**config.mk**
```make
export PLATFORM = sky130hd
export DESIGN_NAME = bcd_dabble_seq
export DESIGN_NICKNAME = d
export VERILOG_FILES = /design/src/rtl/bcd_pkg.sv /design/src/rtl/bcd_add3.sv /design/src/rtl/bcd_dabble_seq.sv
export SDC_FILE = /design/constraint.sdc
export NUM_CORES = 1
export LEC_CHECK = 0
export ABC_AREA = 1
export CORE_MARGIN = 1.5
export CORE_UTILIZATION = 48
export DETAILED_ROUTE_END_ITERATION = 12
export PLACE_DENSITY = 0.71
export SLEW_MARGIN = 5
export SYNTH_ARGS = -nofsm -noshare
export SYNTH_HDL_FRONTEND = slang
export SYNTH_HIERARCHICAL = 1
export SYNTH_SLANG_ARGS = --single-unit
```
**constraint.sdc**
```tcl
create_clock -name clk -period 2.71 [get_ports clk]
set_clock_uncertainty 0.1 [all_clocks]
set_input_delay 0.271 -clock clk [delete_from_list [all_inputs] [get_ports clk]]
set_output_delay 0.271 -clock clk [all_outputs]
set_load 0.05 [all_outputs]
```
**src/rtl/bcd_pkg.sv**
```systemverilog
// bcd_pkg: shared FSM state and BCD digit types for the double-dabble converter
package bcd_pkg;
  typedef enum logic [1:0] {IDLE, SHIFT, DONE} state_t;
  typedef logic [3:0] digit_t;
  function automatic int min_digits(input int bin_w);
    return (bin_w * 30103) / 100000 + 1;
  endfunction
endpackage

```
**src/rtl/bcd_add3.sv**
```systemverilog
// bcd_add3: per-digit shift-add-3 correction applied before each left shift
module bcd_add3 import bcd_pkg::*; (
  input  logic [3:0] d,
  output logic [3:0] q
);
  assign q = digit_t'(d >= 4'd5 ? d + 4'd3 : d);
endmodule

```
**src/rtl/bcd_dabble_seq.sv**
```systemverilog
// bcd_dabble_seq: sequential binary-to-BCD converter, one bit per clock with valid/ready handshakes
module bcd_dabble_seq import bcd_pkg::*; #(
  parameter int BIN_W  = 8,
  parameter int DIGITS = 3
) (
  input  logic                  clk,
  input  logic                  rst_n,
  input  logic                  in_valid,
  output logic                  in_ready,
  input  logic [BIN_W-1:0]      in_bin,
  output logic                  out_valid,
  input  logic                  out_ready,
  output logic [4*DIGITS-1:0]   out_bcd,
  output logic                  busy
);
  localparam int CW = $clog2(BIN_W + 1);
  localparam int DW = 4 * DIGITS;
  state_t state, state_n;
  logic [CW-1:0] cnt;
  logic [BIN_W-1:0] sh;
  logic [DW-1:0] dig, adj;
  logic [DW+BIN_W-1:0] nxt;
  logic load, last;
  if (DIGITS < min_digits(BIN_W)) begin : g_chk
    $fatal(1, "bcd_dabble_seq: DIGITS too small for BIN_W");
  end
  for (genvar i = 0; i < DIGITS; i++) begin : g_add3
    bcd_add3 u_add3 (.d(dig[4*i +: 4]), .q(adj[4*i +: 4]));
  end
  assign nxt       = {adj, sh} << 1;
  assign last      = cnt == CW'(1);
  assign in_ready  = rst_n & (state == IDLE | (state == DONE & out_ready));
  assign load      = in_valid & in_ready;
  assign out_valid = state == DONE;
  assign busy      = state == SHIFT;
  always_comb begin
    state_n = state;
    state_n = load ? SHIFT :
              state == SHIFT ? (last ? DONE : SHIFT) :
              (state == DONE & out_ready) ? IDLE : state;
  end
  always_ff @(posedge clk) begin
    if (!rst_n) begin
      state   <= IDLE;
      cnt     <= '0;
      sh      <= '0;
      dig     <= '0;
      out_bcd <= '0;
    end else begin
      state <= state_n;
      if (load) begin
        sh  <= in_bin;
        dig <= '0;
        cnt <= CW'(BIN_W);
      end else if (state == SHIFT) begin
        {dig, sh} <= nxt;
        cnt       <= cnt - 1'b1;
        if (last) out_bcd <= nxt[DW+BIN_W-1 -: DW];
      end
    end
  end
endmodule
```
After elaboration in Yosys (flattened, before gate mapping)
Index checks and enable logic that the tools add are counted.
{"block": "op_classes", "add_sub_neg": 4, "order_cmp": 3, "n_eq_ne": 3, "mux": 11, "bitwise_logic": 6, "n_reduce_logical": 6}
{"op": "2-to-1 mux 4 bit", "count": 4}
{"op": "2-to-1 mux 8 bit", "count": 2}
{"op": ">= comparator 4 x 3 -> 1 bit (second input constant)", "count": 3}
{"op": "adder 4 x 2 -> 4 bit (second input constant)", "count": 2}
{"op": "2-to-1 mux 2 bit", "count": 3}
{"op": "== test 4 x 1 -> 1 bit (second input constant)", "count": 1}
{"op": "nonzero test 2 bit", "count": 2}
{"op": "subtractor 4 x 1 -> 4 bit (second input constant)", "count": 1}
{"op": "adder 3 x 2 -> 3 bit (second input constant)", "count": 1}
{"op": "bitwise AND 1 bit", "count": 3}
{"op": "2-to-1 mux 3 bit", "count": 1}
{"op": "AND reduction 3 bit", "count": 1}
{"op": "nonzero test 3 bit", "count": 1}
{"op": "== test 2 x 1 -> 1 bit (second input constant)", "count": 1}
{"op": "== test 2 bit (second input constant)", "count": 1}
{"op": "logical NOT 2 bit", "count": 1}
{"op": "NOT 1 bit", "count": 2}
{"op": "OR reduction 2 bit", "count": 1}
{"op": "2-to-1 mux 1 bit", "count": 1}
{"op": "OR 1 bit", "count": 1}
{"block": "totals", "register_bits": 38, "elab_cells": 40}

Depth between registers and ports, before layout
{"block": "logic_depth", "ltp_word": 7, "mapped_depth": 9, "ltp_nobuf": 9}

Modules after synthesis
The synthesis kept the hierarchy.
{"module": "bcd_dabble_seq", "n_inst": 1, "cells_per_inst": 215, "area_each_um2": 1611.5, "seq_area_each_um2": 760.7}
{"module": "bcd_add3", "n_inst": 3, "cells_per_inst": 23, "area_each_um2": 135.1, "seq_area_each_um2": 0.0}

Worst setup path after synthesis
Ideal clock, no wire load.
{"block": "synth_timing", "kind": "reg-to-output", "startpoint": "register state[1]", "endpoint": "output port in_ready", "arrival_time_ps": 1226, "required_time_ps": 2339, "slack_ps": 1113, "path_stages_with_launch": 4, "path_buffers": 0, "cell_sequence": "dfxtp_1 -> a21oi_1 -> inv_1 -> nor2_1"}
{"block": "synth_between", "elab_chain_len": 4, "elab_cells_between_ends": 5, "classes_between": "1 x eq/ne; 3 x bitwise; 1 x reduce/logical"}
{"element": "start, declared", "line": "bcd_dabble_seq.sv:18", "text": "state_t state, state_n;"}
{"element": "start signal, assigned", "line": "bcd_dabble_seq.sv:50", "text": "state <= state_n;"}
{"element": "== test 2 bit", "line": "bcd_dabble_seq.sv:32", "text": "assign in_ready = rst_n & (state == IDLE | (state == DONE & out_ready));"}
{"element": "bitwise AND 1 bit", "line": "bcd_dabble_seq.sv:32"}
{"element": "OR 1 bit (*)", "line": "bcd_dabble_seq.sv:32"}
{"element": "bitwise AND 1 bit (*)", "line": "bcd_dabble_seq.sv:32"}
{"element": "end, declared", "line": "bcd_dabble_seq.sv:9", "text": "output logic in_ready,"}
Mark *: on every way between the ends. The rest lies on a longest branch, timed or not.

Worst setup path after layout
{"block": "layout_timing", "startpoint": "register state[0]", "endpoint": "output port busy"}
{"block": "layout_between", "elab_chain_len": 1}
{"element": "== test 2 x 1 -> 1 bit", "line": "bcd_dabble_seq.sv:35", "text": "assign busy = state == SHIFT;"}
{"element": "end, declared", "line": "bcd_dabble_seq.sv:14", "text": "output logic busy"}
Every way passes these cells.

==> metrics.md <==
| Metric | Value |
|---|---|
| Outcome | finished clean |
| Hold EP | dig[11]$_SDFFE_PP0P_ |
| PortBufs | 26 |
| Pleak | ~1 nW |
| Largest net degree at the start of global routing | 25 |
| Fillers | 386 |
| Period utilization | between 80% and 90% |
| Synthesized area per cell | 7.13 µm² |
| First-pass GRT wire length | 6880 µm |
| Initial core utilization | 49.8% |
| WP data required | 2.34 ns |
| Via density | 4.97 |
| Tightest Pin Transition | 0.500 ns |
| Maxcap violations | 0 |
| Post-Syn Area | 1990 µm² |
| Residual DRC | 0 |
| Layout area overhead | 19.3% |
| Flip-flop and latch area | 761 µm² |
| R2r endpoint | out_bcd[11]$_SDFFE_PN0P_ |
| Critical path class | reg2out |
| Unrepaired setup endpoints after global routing | no |
| GPL Wtd Cong | roughly 0.80 |
| Clock root buffer | clkbuf_8 |
| Peak Freq | approximately 440 MHz |
| Startpoint types | register |
| Final count of hold timing violations | 0 |
| Syn Nets | 299 |
| Remaining global-route overflow | 0 |
| Area occupied by multi-input gates | 1050 µm² |
| Worst reg-to-reg path cell count | 7 |
| Yosys warns | 6 |
| Most frequent cells in the layout | nand2_1, nor2_1, dfxtp_1 |
| CTS tree | yes |
| Slew headroom | 66.5% |
| CTS Hold Bufs | 0 |
| Critical Path Fanout Max | 12 |
| Worst skew pair latency | 0.29 ns |
| Max Slew Vio Count | 0 |
| # diodes | 0 |
| Placeable Area | 4000 µm² |
| Post-layout nets | 324 |
| Worst-path clk slew | 0.07 ns |
| Sinks on Clock Net | 38 |
| DR pass1 iterations | 4 |
| Util after Layout | 59.4% |
| Row cnt | 23 |
| # IOs | 27 |
| Final setup vio count | 0 |
| Longest Clk Path Bufs | 2 |
| Total number of H-tree levels | 2 |
| Worst slack, placed | 0.753 ns |
| TNS Setup | 0 ns |
| Post-CTS Setup Bufs | 0 |
| Die W | 67.4 µm |
| Total wire length | 3940 µm |
| DP HPWL | ~2700 µm |
| Pwr dens | 482 nW/µm² |
| Crit path time final | 2.29 ns |
| Commonest non-fill, non-tap cell in the layout | nand2_1 |
| Initial DRC count | 70 |
| Total track usage | 19.9% |
| R2r setup slk | between 0.9 and 1 ns |
| Die area | 4540 µm² |
| Wirelength per Cell | 11.1 µm |
| Post_cts resized | 0 |
| Vias in the first global route | 1608 |
| Crit end category | output port |
| Hold_sp | dig[11]$_SDFFE_PP0P_ |
| Worst VDD drop | 0.000275 V |
| Setup ws final | 0.424 ns |
| Syn Inst Count | roughly 280 |
| FF-to-FF Start | state[0]$_SDFFE_PN0P_ |
| Antenna Nets Post-Route | 0 |
| CTS Buf Count | 5 |
| Cells on Worst Hold Path | 2 |
| Crit path arrival time | 1.91 ns |
| Initial antenna violation count | 0 |
| Via count of the routed design | 1764 |
| Share of cells above drive strength 1 | 13.1% |
| Worst min path class | reg2reg |
| Die Ht | about 67 µm |
report_power, final:
group          internal (mW)  total (mW)  switching [mW]
sequential             0.577       0.591          0.0136
clock                  0.205       0.402           0.197
combinational         0.0574       0.152          0.0943
area by class of cell:
type,instances,area share (%)
clock buffers,7,3.64
flip-flops and latches,38,32.0
repair buffers,29,12.3
clock inverters,1,0.211
multi-input cells,200,44.4
inverters,30,4.74
well taps,50,2.63
worst max-delay path, cell delays in order (launching register included):
cell,delay (ns)
dfxtp_1,0.44
inv_2,0.07
nor2_4,0.24
clkdlybuf4s50_1,0.86
per-layer routing:
layer | vias to the layer above | track usage, % | routed length, µm
met5 | - | 0 | 0
li1 | 938 | - | -
met4 | 0 | 6.12 | 53
met2 | 43 | 34.3 | 1820
met1 | 778 | 23.8 | 1890
met3 | 5 | 6.00 | 177
state kept, by name, indices dropped and copies added (netlist names):
register,flops
cnt,4
dig,12
out_bcd,12
sh,8
state,2
metrics by stage:
stage	cells	area [µm²]	power, mW	hold slack (ns)
after floorplan	279	1990	0.708	0.307
after global placement	347	2280	0.754	0.354
after detailed placement	347	2280	0.755	0.366
after CTS	355	2370	1.16	0.377
after global routing	355	2370	1.20	0.399
final	355	2370	1.14	0.369
how the worst max path moves through the flow:
stage	startpoint	slack, ns	endpoint
floorplan	state[1]$_SDFFE_PP0P_	1.11	in_ready
global placement	state[0]$_SDFFE_PN0P_	0.77	busy
detailed placement	state[0]$_SDFFE_PN0P_	0.75	busy
CTS	state[0]$_SDFFE_PN0P_	0.42	busy
global route	state[0]$_SDFFE_PN0P_	0.36	busy
finish	state[0]$_SDFFE_PN0P_	0.42	busy
No activity file was read; power rests on OpenSTA's default activity.
